### src/rtl/cpu_pkg.sv
// Shared types and constants for the instruction fetch stage.
package cpu_pkg;

  localparam logic [31:0] NOP_INSTR = 32'h0000_0013;

  typedef enum logic [1:0] {
    IDLE,
    RUN,
    DRAIN
  } fetch_state_t;

  typedef struct packed {
    logic [31:0] pc;
    logic [31:0] instr;
    logic        misaligned;
  } fetch_entry_t;

endpackage

### src/rtl/fetch_fifo.sv
// Synchronous instruction buffer with single-cycle flush; a push may land in the flush cycle.
module fetch_fifo
  import cpu_pkg::*;
#(
  parameter  int DEPTH = 2,
  localparam int CW    = $clog2(DEPTH + 1)
) (
  input  logic          clk,
  input  logic          rst_n,
  input  logic          i_flush,
  input  logic          i_push,
  input  fetch_entry_t  i_push_data,
  input  logic          i_pop,
  output fetch_entry_t  o_head,
  output logic          o_empty,
  output logic [CW-1:0] o_count
);

  localparam int AW = (DEPTH > 1) ? $clog2(DEPTH) : 1;

  fetch_entry_t  r_mem [DEPTH];
  logic [AW-1:0] r_rd_ptr;
  logic [AW-1:0] r_wr_ptr;
  logic [CW-1:0] r_count;
  logic [AW-1:0] w_wr_idx;

  function automatic logic [AW-1:0] ptr_inc(input logic [AW-1:0] p);
    return (p == AW'(DEPTH - 1)) ? '0 : p + 1'b1;
  endfunction

  assign w_wr_idx = i_flush ? '0 : r_wr_ptr;

  // NOTE: storage is not reset; r_count alone decides which entries are live.
  always_ff @(posedge clk) begin
    if (i_push) r_mem[w_wr_idx] <= i_push_data;
  end

  always_ff @(posedge clk or negedge rst_n) begin
    if (!rst_n) begin
      r_rd_ptr <= '0;
      r_wr_ptr <= '0;
      r_count  <= '0;
    end else if (i_flush) begin
      r_rd_ptr <= '0;
      r_wr_ptr <= i_push ? ptr_inc('0) : '0;
      r_count  <= CW'(i_push);
    end else begin
      if (i_push) r_wr_ptr <= ptr_inc(r_wr_ptr);
      if (i_pop)  r_rd_ptr <= ptr_inc(r_rd_ptr);
      r_count <= r_count + CW'(i_push) - CW'(i_pop);
    end
  end

  assign o_head  = r_mem[r_rd_ptr];
  assign o_empty = (r_count == '0);
  assign o_count = r_count;

  // The credit rule upstream must keep a push from ever meeting a full buffer.
  assert property (@(posedge clk) disable iff (!rst_n)
    !(i_push && !i_pop && !i_flush && (r_count == CW'(DEPTH))));

endmodule

### src/rtl/inst_fetch_unit.sv
// Fetch stage: PC, in-order imem reads, instruction buffer, redirect handling.
// Optional IFETCH_MISALIGN_EXC_EN: misaligned redirect targets present a flagged nop instead of fetching.
module inst_fetch_unit
  import cpu_pkg::*;
#(
  parameter logic [31:0] RESET_PC   = 32'h0000_0000,
  parameter int          FIFO_DEPTH = 2
) (
  input  logic        clk,
  input  logic        rst_n,
  output logic        imem_req_valid,
  input  logic        imem_req_ready,
  output logic [31:0] imem_req_addr,
  input  logic        imem_rsp_valid,
  input  logic [31:0] imem_rsp_data,
  input  logic        redirect_valid,
  input  logic [31:0] redirect_pc,
  input  logic        stall,
  output logic        if_valid,
  output logic [31:0] if_instr,
  output logic [31:0] if_pc,
`ifdef IFETCH_MISALIGN_EXC_EN
  output logic        if_misaligned,
`endif
  output logic [31:0] if_pc_plus4
);

  localparam int CW = $clog2(FIFO_DEPTH + 1);

  fetch_state_t  r_state;
  logic [31:0]   r_fetch_pc;
  logic [31:0]   r_rsp_pc;
  logic [CW-1:0] r_outstanding;
  logic [CW-1:0] r_drop_cnt;
  logic          r_exc_hold;

  logic [31:0]   w_redirect_pc;
  logic          w_redirect_mis;
  fetch_entry_t  w_head;
  fetch_entry_t  w_push_data;
  logic          w_fifo_empty;
  logic [CW-1:0] w_fifo_count;
  logic          w_if_valid;
  logic          w_pop;
  logic [CW:0]   w_credit_used;
  logic          w_req_valid;
  logic          w_accept;
  logic          w_rsp;
  logic          w_rsp_drop;
  logic          w_rsp_push;
  logic          w_push;
  logic [CW-1:0] w_out_next;
  logic [CW-1:0] w_drop_next;

`ifdef IFETCH_MISALIGN_EXC_EN
  assign w_redirect_pc  = redirect_pc;
  assign w_redirect_mis = redirect_valid && (redirect_pc[1:0] != 2'b00);
`else
  assign w_redirect_pc  = redirect_pc & 32'hFFFF_FFFC;
  assign w_redirect_mis = 1'b0;
`endif

  assign w_if_valid = !w_fifo_empty && !redirect_valid;
  assign w_pop      = w_if_valid && !stall;

  // Buffered plus in-flight words may never exceed the buffer, so every response has a slot.
  assign w_credit_used = (CW+1)'(w_fifo_count) + (CW+1)'(r_outstanding) - (CW+1)'(w_pop);
  assign w_req_valid   = (r_state == RUN) && !redirect_valid && !r_exc_hold &&
                         (w_credit_used < (CW+1)'(FIFO_DEPTH));
  assign w_accept      = w_req_valid && imem_req_ready;

  assign w_rsp       = imem_rsp_valid && (r_state != IDLE);
  assign w_out_next  = r_outstanding + CW'(w_accept) - CW'(w_rsp);
  assign w_rsp_drop  = w_rsp && (r_drop_cnt != '0);
  assign w_drop_next = r_drop_cnt - CW'(w_rsp_drop);
  assign w_rsp_push  = w_rsp && !w_rsp_drop && !redirect_valid && !r_exc_hold;
  assign w_push      = w_rsp_push || w_redirect_mis;

  always_comb begin
    w_push_data = '{pc: r_rsp_pc, instr: imem_rsp_data, misaligned: 1'b0};
    if (w_redirect_mis) w_push_data = '{pc: w_redirect_pc, instr: NOP_INSTR, misaligned: 1'b1};
  end

  fetch_fifo #(.DEPTH(FIFO_DEPTH)) u_fifo (
    .clk         (clk),
    .rst_n       (rst_n),
    .i_flush     (redirect_valid),
    .i_push      (w_push),
    .i_push_data (w_push_data),
    .i_pop       (w_pop),
    .o_head      (w_head),
    .o_empty     (w_fifo_empty),
    .o_count     (w_fifo_count)
  );

  // NOTE: sequential state uses non-blocking assignments so later redirect writes override cleanly.
  always_ff @(posedge clk or negedge rst_n) begin
    if (!rst_n) begin
      r_state       <= IDLE;
      r_fetch_pc    <= RESET_PC;
      r_rsp_pc      <= RESET_PC;
      r_outstanding <= '0;
      r_drop_cnt    <= '0;
      r_exc_hold    <= 1'b0;
    end else begin
      r_outstanding <= w_out_next;
      r_drop_cnt    <= w_drop_next;
      if (w_accept)   r_fetch_pc <= r_fetch_pc + 32'd4;
      if (w_rsp_push) r_rsp_pc   <= r_rsp_pc + 32'd4;
      if (redirect_valid) begin
        r_fetch_pc <= w_redirect_pc;
        r_rsp_pc   <= w_redirect_pc;
        r_drop_cnt <= w_out_next;
        r_exc_hold <= w_redirect_mis;
      end
      case (r_state)
        IDLE:    r_state <= RUN;
        RUN:     if (redirect_valid && (w_out_next != '0)) r_state <= DRAIN;
        DRAIN:   if (!redirect_valid && (w_drop_next == '0)) r_state <= RUN;
        default: r_state <= IDLE;
      endcase
    end
  end

  assign imem_req_valid = w_req_valid;
  assign imem_req_addr  = r_fetch_pc;
  assign if_valid       = w_if_valid;
  assign if_instr       = (w_if_valid && !w_head.misaligned) ? w_head.instr : NOP_INSTR;
  assign if_pc          = w_if_valid ? w_head.pc : '0;
  assign if_pc_plus4    = if_pc + 32'd4;
`ifdef IFETCH_MISALIGN_EXC_EN
  assign if_misaligned  = w_if_valid && w_head.misaligned;
`endif

endmodule
### config.mk
export PLATFORM = sky130hd
export DESIGN_NAME = inst_fetch_unit
export DESIGN_NICKNAME = d
export VERILOG_FILES = /design/src/rtl/cpu_pkg.sv /design/src/rtl/fetch_fifo.sv /design/src/rtl/inst_fetch_unit.sv
export SDC_FILE = /design/constraint.sdc
export NUM_CORES = 1
export LEC_CHECK = 0
export CORE_AREA = 2 2 144 146
export DETAILED_ROUTE_END_ITERATION = 12
export DIE_AREA = 0 0 146 148
export GPL_TIMING_DRIVEN = 1
export PLACE_DENSITY = 0.89
export SYNTH_ARGS = -nofsm -noshare
export SYNTH_HDL_FRONTEND = slang
export SYNTH_HIERARCHICAL = 1
export SYNTH_SLANG_ARGS = --single-unit
### constraint.sdc
create_clock -name clk -period 8.65 [get_ports clk]
set_clock_uncertainty 0.2 [all_clocks]
set_input_delay 1.73 -clock clk [delete_from_list [all_inputs] [get_ports clk]]
set_output_delay 1.73 -clock clk [all_outputs]
set_load 0.02 [all_outputs]
==> impl_metrics.yaml, run 1 <==
outcome:
  status: "completed"
critical_path:
  crit_type: "in -> out"
  start_kind: "primary input"
  arrival_ps: 4650
  critPathMaxFanout: 13
  end_kind: "output port"
  cp_data_required_time_ps: 6720
sta:
  fin_crit_sh_pct: 76.0
  slew_headroom_pct: 17.5
  finalSetupViolations: 0
  final.min_clock_period_ps: 6580
  drv_slew: 0
  tightest_slew_ps: 1230
  setup-tns-final_ps: 0
  fmax_mhz: 152
  hold_viol: 0
  rsz0062_at_grt: "false"
floorplanning:
  die_area_sq_mm: 0.0216
  fp.dieH_microns: 148
  rows: 52
  die_w_microns: 146
  ioPinCount: 200
  start_util_pct: 49.3
  core_area_sq_mm: 0.0200
grt:
  use_met3_pct: 4.44
  global_route.usage.met2_pct: 36.2
  grt_pass1_vias: 6969
  grt_max_degree: 72
  grtUsageMet1_pct: 30.8
  grt_pass1_wl_microns: 37600
  gr-max-usage-layer: "met2"
  grtUsageTotal_pct: 22.3
  overflow: 0
  antenna_found_initial: 0
detailed_routing:
  drt_first_pass_iters: 5
  vias: 7136
  wl_per_cell_microns: 18.6
  drt_iter0_drc: 526
  wl_microns: 23900
  via_per_inst: 5.56
  route.antenna.remaining_nets: 0
  drcViolationCount: 0
layout:
  synthToLayoutAreaGrowth_pct: 28.4
  fin_nets: 1082
  insertedDiodeCount: 0
  fin_util_pct: 63.2
  drive_gt1_share_pct: 13.0
  nFillCells: 1513
placement:
  place_congestion: 0.888
  dp_hpwl_microns: 17000
  port_buffers: 195
synthesis:
  synthesis.area_sq_mm: 0.00987
  synthCells: 806
  synth-async-reset-ratio_pct: 35.0
  synth.distinct_cells: 58
  synth_edf_count: 130
  synthFlopType: "edfxtp_1"
  avgSynthCellArea_sq_um: 12.2
  ys_seq_elements: 200
  yosysWarnings: 6
  ys_seq_area_share_pct: 57.3
worst_hold_path:
  hp-class: "reg -> reg"
clock_network:
  hold_buffers: 0
  cts_sinks: 200
  cts_resized: 0
  postCtsSetupRepairBufs: 0
  clk_pin_slew_ps: 70
  cts_tree: "built"
  cts_buffer_depth: 2
  clk_latency_ps: 440
  root_buffer: "clkbuf_16"
  htree_levels: 4
  numCtsBuffers: 17
pwr:
  p_leak_nw: 4.70
  ir_worst_vdd_mv: 0.141
  powerDensity_mw_per_mm2: 220
flow_run:
  maxCapViolCount: 0
==> cell usage after synthesis (all sizes together) (2+ instances only) <==
library cell  number  area share (%)
a211o              2            0.18
a21oi              6            0.30
a31o               2            0.18
a31oi              8            0.51
and2              59             3.7
and3              16             1.0
and4               6            0.53
buf               14             1.2
clkbuf            24            0.91
dfrtp             70              18
edfxtp           130              40
ha                10             1.3
inv               29             1.1
mux2              70             9.5
mux2i              4            0.41
nand2             68             2.6
nand2b             2            0.13
nand3             33             1.7
nand4             32             2.1
nand4b             2            0.18
nor2              39             1.5
nor2b              2            0.13
nor3               9            0.51
nor3b              3            0.28
nor4               8            0.66
o211ai            10            0.76
o21ai             45             2.3
o21bai             2            0.15
o311ai            12             1.1
or2                2            0.13
or3                6            0.38
or3b               3            0.32
xnor2             28             2.5
xor2              37             3.3
==> layer usage <==
metal  up-vias  wire length [microns]
met2       377                  11300
met5         -                      0
met3        24                   1950
li1       3309                      -
met1      3426                  10400
met4         0                    314
==> cell usage in the layout, fill, tap and decap left out, drive strengths merged, types with 8 or more instances in the layout <==
cell / count
edfxtp: 130
clkbuf: 17
inv: 35
xor2: 37
o311ai: 12
buf: 14
nand3: 33
o21ai: 45
ha: 10
nand4: 32
nand2: 68
nor4: 8
a31oi: 8
nor2: 39
clkdlybuf4s50: 193
and2: 59
conb: 8
nor3: 9
mux2: 70
dfrtp: 70
and3: 16
o211ai: 10
xnor2: 28
==> cells by family (layout without fill, tap and decap cells) <==
| family | count (synthesis) | count (layout) | synth area share (%) |
|---|---|---|---|
| flops | 200 | 200 | 57.3 |
| compound gates | 90 | 90 | 5.70 |
| fa+ha+maj | 11 | 11 | 1.47 |
| xor+xnor | 66 | 66 | 5.99 |
| simple gates | 296 | 296 | 16.4 |
| mux | 74 | 74 | 9.91 |
| buf+inv | 68 | 269 | 3.21 |
| other cells | 1 | 8 | 0.0380 |
==> worst paths after layout <==
check	from	end	slack (ps)	cells after the start
worst max-delay path	redirect_valid	if_pc_plus4[30]	2070	12
worst min-delay path	r_rsp_pc[31]$_DFFE_PN0N_	u_fifo/r_mem[1][64]$_DFFE_PP_	310	0
worst max register to register	u_fifo/o_count[1]$_DFF_PN0_	r_state[0]$_DFFE_PN0P_	3820	18
worst min register to register	r_rsp_pc[31]$_DFFE_PN0N_	u_fifo/r_mem[1][64]$_DFFE_PP_	310	0
max in group asynchronous	rst_n	u_fifo/r_rd_ptr$_DFFE_PN0P_	6260	2
min in group asynchronous	rst_n	imem_req_addr[26]$_DFFE_PN0N_	1300	2
==> stage by stage <==
stage	area (sq um)	cells	total power [mW]	hold slack, ps	setup WS, ps
after floorplan	9900	813	1.69	242	2110
final	12700	1284	2.79	306	2070
after CTS	12700	1284	2.81	302	2030
after global routing	12700	1284	2.92	330	1840
after global placement	12100	1252	1.99	274	2090
after detailed placement	12100	1252	2.02	285	2030
==> report_power, final <==
part / switching [mW] / leakage (nW) / internal, mW
combinational: 0.413 / 2.40 / 0.374
sequential: 0.0967 / 2.02 / 1.12
clock: 0.362 / 0.274 / 0.431
total: 0.872 / 4.70 / 1.92
==> flip-flops by register name (all words and copies together), names as in the netlist <==
name and count:
u_fifo/r_mem 130, imem_req_addr 30, r_rsp_pc 30, r_drop_cnt 2, r_outstanding 2, r_state 2
u_fifo/o_count 2, u_fifo/r_rd_ptr 1, u_fifo/r_wr_ptr 1
==> worst max-delay path, stage by stage <==
cell and delay (ps):
buf_2 100, or2_1 210, buf_4 190, inv_2 70, and2_1 150, ha_1 190
and3_1 230, nand3_1 210, nor3_2 570, nand3b_1 200, xnor2_1 170, clkdlybuf4s50_1 620
==> cell type report <==
type	instances	area (sq um)	share of cell area [%]
clock inverters	15	164	1.29
inverters	30	113	0.889
multi-input cells	545	3940	31.1
well taps	270	338	2.67
flip-flops and latches	200	5660	44.7
repair buffers	207	2030	16.0
clock buffers	17	425	3.36
Power figures use the tool's default switching activity.
==> run 2: changes to the inputs <==
- CORE_AREA: 2 2 144 146 -> 2 2 148 150
- DIE_AREA: 0 0 146 148 -> 0 0 150 152
- PLACE_DENSITY: 0.89 -> 0.88
- clock period: 8.65 -> 5.4 ns (I/O delays scaled with it)
==> impl_metrics.yaml, run 2 (synthesized netlist as in run 1, its figures left out) <==
outcome:
  status: "completed"
layout:
  nFillCells: 1695
  fin_util_pct: 59.7
  synthToLayoutAreaGrowth_pct: 29.0
  layout_common_cells: "193 x clkdlybuf4s50_1, 130 x edfxtp_1, 69 x dfrtp_1, 68 x nand2_1, 57 x and2_1"
  insertedDiodeCount: 0
  largest_register: "u_fifo/r_mem"
  drive_gt1_share_pct: 13.2
  largest_register_ff_count: 130
  fin_nets: 1088
  final_common_cell: "clkdlybuf4s50_1"
floorplanning:
  start_util_pct: 46.2
  ioPinCount: 200
  die_area_sq_mm: 0.0228
  fp.dieH_microns: 152
  core_area_sq_mm: 0.0214
  die_w_microns: 150
  rows: 54
sta:
  fin_crit_sh_pct: 95.5
  finalSetupViolations: 0
  final.min_clock_period_ps: 5160
  tightest_slew_ps: 880
  slew_headroom_pct: 41.3
  drv_slew: 0
  rsz0062_at_grt: "false"
  fmax_mhz: 194
  hold_viol: 0
  hold_slack_ps: 308
  setup-tns-final_ps: 0
critical_path:
  start_kind: "primary input"
  end_kind: "output port"
  crit_type: "in -> out"
  arrival_ps: 3880
  critPathMaxFanout: 3
  cp_data_required_time_ps: 4120
  r2r_slack_ps: 1220
placement:
  port_buffers: 195
  place_congestion: 0.903
  dp_hpwl_microns: 16800
detailed_routing:
  drt_iter0_drc: 534
  vias: 7144
  drcViolationCount: 0
  via_per_inst: 5.50
  wl_microns: 23300
  wl_per_cell_microns: 17.9
  drt_first_pass_iters: 5
  route.antenna.remaining_nets: 0
clock_network:
  cts_sinks: 200
  cts_buffer_depth: 2
  clk_pin_slew_ps: 70
  hold_buffers: 0
  numCtsBuffers: 17
  root_buffer: "clkbuf_16"
  clk_latency_ps: 430
  htree_levels: 4
  cts_tree: "built"
grt:
  grt_pass1_wl_microns: 36500
  overflow: 0
  grt_max_degree: 69
  grt_pass1_vias: 6883
  antenna_found_initial: 0
  grtUsageTotal_pct: 20.4
flow_run:
  maxCapViolCount: 0
pwr:
  powerDensity_mw_per_mm2: 350
  total_power_mw: 4.45
  ir_worst_vdd_mv: 0.257
  p_leak_nw: 4.75
worst_hold_path:
  hp-class: "reg -> reg"
[run 2: cell type report]
| class | instances | area [sq um] | share of cell area [%] |
|---|---|---|---|
| sequential | 200 | 5660 | 44.4 |
| multi-input combinational | 545 | 3950 | 31.0 |
| timing repair buffer | 213 | 2090 | 16.4 |
| clock buffer | 17 | 425 | 3.34 |
| tap | 280 | 350 | 2.75 |
| clock inverter | 15 | 150 | 1.18 |
| inverter | 30 | 113 | 0.884 |
[run 2: per-stage QoR]
stage | worst slack, ps | area, sq um | std cells
3_5_place_dp | 195 | 12200 | 1268
3_3_place_gp | 239 | 12200 | 1268
6_report | 243 | 12700 | 1300
4_1_cts | 201 | 12700 | 1300
2_1_floorplan | 51.7 | 9900 | 813
5_1_grt | 58.7 | 12700 | 1300
[run 2: path summary, 6_finish.rpt]
| path | from | endpoint | cells after the start |
|---|---|---|---|
| worst max-delay path | stall | imem_req_valid | 8 |
| worst min register to register | imem_req_addr[29]$_DFFE_PN0N_ | imem_req_addr[29]$_DFFE_PN0N_ | 1 |
| worst min-delay path | imem_req_addr[29]$_DFFE_PN0N_ | imem_req_addr[29]$_DFFE_PN0N_ | 1 |
| min in group asynchronous | rst_n | imem_req_addr[26]$_DFFE_PN0N_ | 1 |
| worst max register to register | u_fifo/o_count[1]$_DFF_PN0_ | imem_req_addr[30]$_DFFE_PN0N_ | 13 |
| max in group asynchronous | rst_n | r_drop_cnt[1]$_DFF_PN0_ | 2 |
[run 2: timing repair]
action,in CTS,in global routing
endpoints found under the setup margin,0,1
gates resized for setup,0,1
setup buffers,0,0
[run 2: power by group]
part | internal, mW | total [mW] | switching [mW]
Sequential | 1.79 | 1.94 | 0.149
Combinational | 0.607 | 1.27 | 0.665
Clock | 0.683 | 1.24 | 0.561
[run 2: critical path: stages]
cell	delay [ps]
clkdlybuf4s50_1	430
nor2_1	290
ha_1	290
nand2b_1	150
fa_1	500
nor4bb_1	340
nor2b_1	190
clkdlybuf4s50_1	620
[run 2: routing by layer]
| layer | GRT usage (%) | routed length (microns) |
|---|---|---|
| met1 | 28.5 | 10300 |
| met2 | 33.2 | 11000 |
| met3 | 3.93 | 1800 |
| met5 | 0 | 0 |
| met4 | 4.72 | 238 |
==> run 3: changes to the inputs <==
- CAP_MARGIN: unset -> 20
- PLACE_DENSITY: 0.88 -> 0.84
==> impl_metrics.yaml, run 3 (synthesized netlist as in run 1, its figures left out) <==
critical_path:
  timing.rr.start: "u_fifo/o_count[1]$_DFF_PN0_"
  cp_data_required_time_ps: 4120
  ff2ff_path_depth: 13
  path_common_cell: "nand3_1"
  start_kind: "primary input"
  arrival_ps: 3850
  cpPeakStageDelay_ps: 650
  critPathMaxFanout: 6
  crit_type: "in -> out"
  cp_slowest_cell: "clkdlybuf4s50_1"
  cp_num_buf_inv: 3
  path_depth: 11
  cp_top_family: "simple AND/OR/NAND/NOR gates"
  critPathLaunch: "redirect_valid"
  end_kind: "output port"
  path_cells: "buf_2 -> or2_1 -> inv_2 -> and2_1 -> ha_1 -> and3_1 -> nand3_1 -> nor3_2 -> nand3_1 -> xnor2_1 -> clkdlybuf4s50_1"
placement:
  port_buffers: 195
  place_congestion: 0.904
  dp_worst_setup_slack_ps: 248
  dp_hpwl_microns: 16500
sta:
  fmax_mhz: 195
  drv_slew: 0
  fin_crit_sh_pct: 95.0
  layout_setup_ws_ps: 268
  rsz0062_at_grt: "false"
  tightest_slew_ps: 1030
  finalSetupViolations: 0
  setup-tns-final_ps: 0
  hold_viol: 0
  final.min_clock_period_ps: 5130
  slew_headroom_pct: 30.6
floorplanning:
  rows: 54
  core_area_sq_mm: 0.0214
  start_util_pct: 46.2
  fp.dieH_microns: 152
  ioPinCount: 200
  die_area_sq_mm: 0.0228
  die_w_microns: 150
detailed_routing:
  wl_microns: 22800
  via_per_inst: 5.47
  wl_per_cell_microns: 17.5
  drt_iter0_drc: 494
  vias: 7113
  drcViolationCount: 0
  drt_first_pass_iters: 4
  route.antenna.remaining_nets: 0
grt:
  grt_pass1_wl_microns: 36000
  overflow: 0
  grt_max_degree: 69
  antenna_found_initial: 0
  grt_pass1_vias: 6922
  grtUsageTotal_pct: 20.0
pwr:
  ir_worst_vdd_mv: 0.210
  powerDensity_mw_per_mm2: 354
  p_leak_nw: 4.76
layout:
  final_common_cell: "clkdlybuf4s50_1"
  drive_gt1_share_pct: 13.5
  largest_register: "u_fifo/r_mem"
  fin_nets: 1088
  fin_util_pct: 59.8
  synthToLayoutAreaGrowth_pct: 29.3
  layout_common_cells: "193 x clkdlybuf4s50_1, 130 x edfxtp_1, 69 x dfrtp_1, 68 x nand2_1, 57 x and2_1"
  largest_register_ff_count: 130
  insertedDiodeCount: 0
clock_network:
  clk_latency_ps: 430
  cts_buffer_depth: 2
  cts_resized: 0
  postCtsSetupRepairBufs: 0
  cts_sinks: 200
  clk_pin_slew_ps: 70
  cts_tree: "built"
  numCtsBuffers: 17
  hold_buffers: 0
  root_buffer: "clkbuf_16"
  htree_levels: 4
worst_hold_path:
  hold_start: "r_rsp_pc[12]$_DFFE_PN0N_"
  hold_depth: 0
  hp-class: "reg -> reg"
flow_run:
  maxCapViolCount: 0
outcome:
  status: "completed"
## run 3: cell count changes in the layout (fill, tap and decap cells not counted)
cell / delta
bufinv_16: +1
nor3_2: +1
clkinvlp_4: -1
clkinv_1: -3
inv_8: +1
clkinv_4: +2
nor3_4: -1
## run 3: routing by layer
| metal | track usage, % | part of all wire (%) | vias to the layer above |
|---|---|---|---|
| li1 | - | - | 3328 |
| met1 | 27.3 | 43 | 3430 |
| met2 | 31.9 | 46 | 328 |
| met3 | 4.80 | 8.9 | 27 |
| met4 | 5.53 | 1.3 | 0 |
| met5 | 0 | 0 | - |
## run 3: path summary, 6_finish.rpt
path / to / slack [ps]
max: if_pc_plus4[20] / 270
min: u_fifo/r_mem[0][45]$_DFFE_PP_ / 320
max reg2reg: imem_req_addr[30]$_DFFE_PN0N_ / 1290
min reg2reg: u_fifo/r_mem[0][45]$_DFFE_PP_ / 320
max in group asynchronous: u_fifo/r_rd_ptr$_DFFE_PN0P_ / 3510
min in group asynchronous: imem_req_addr[26]$_DFFE_PN0N_ / 380
## run 3: area by class of cell
| cell class | instances | area (sq um) |
|---|---|---|
| well taps | 280 | 350 |
| multi-input cells | 545 | 3940 |
| flip-flops and latches | 200 | 5660 |
| clock buffers | 17 | 425 |
| repair buffers | 213 | 2090 |
| fillers | 1673 | 8580 |
| clock inverters | 15 | 190 |
| inverters | 30 | 113 |
## run 3: per-stage QoR
step	std cells	power, mW	hold slack (ps)	cell area, sq um
after detailed placement	1268	3.23	294	12200
after CTS	1300	4.55	315	12800
after global routing	1300	4.72	338	12800
after global placement	1268	3.19	284	12200
after floorplan	813	2.70	242	9900
final	1300	4.52	318	12800
## run 3: power by group
part / internal (mW) / total [mW] / switching [mW] / leakage [nW]
combinational: 0.608 / 1.28 / 0.668 / 2.44
sequential: 1.79 / 1.92 / 0.138 / 2.02
clock: 0.740 / 1.32 / 0.577 / 0.294
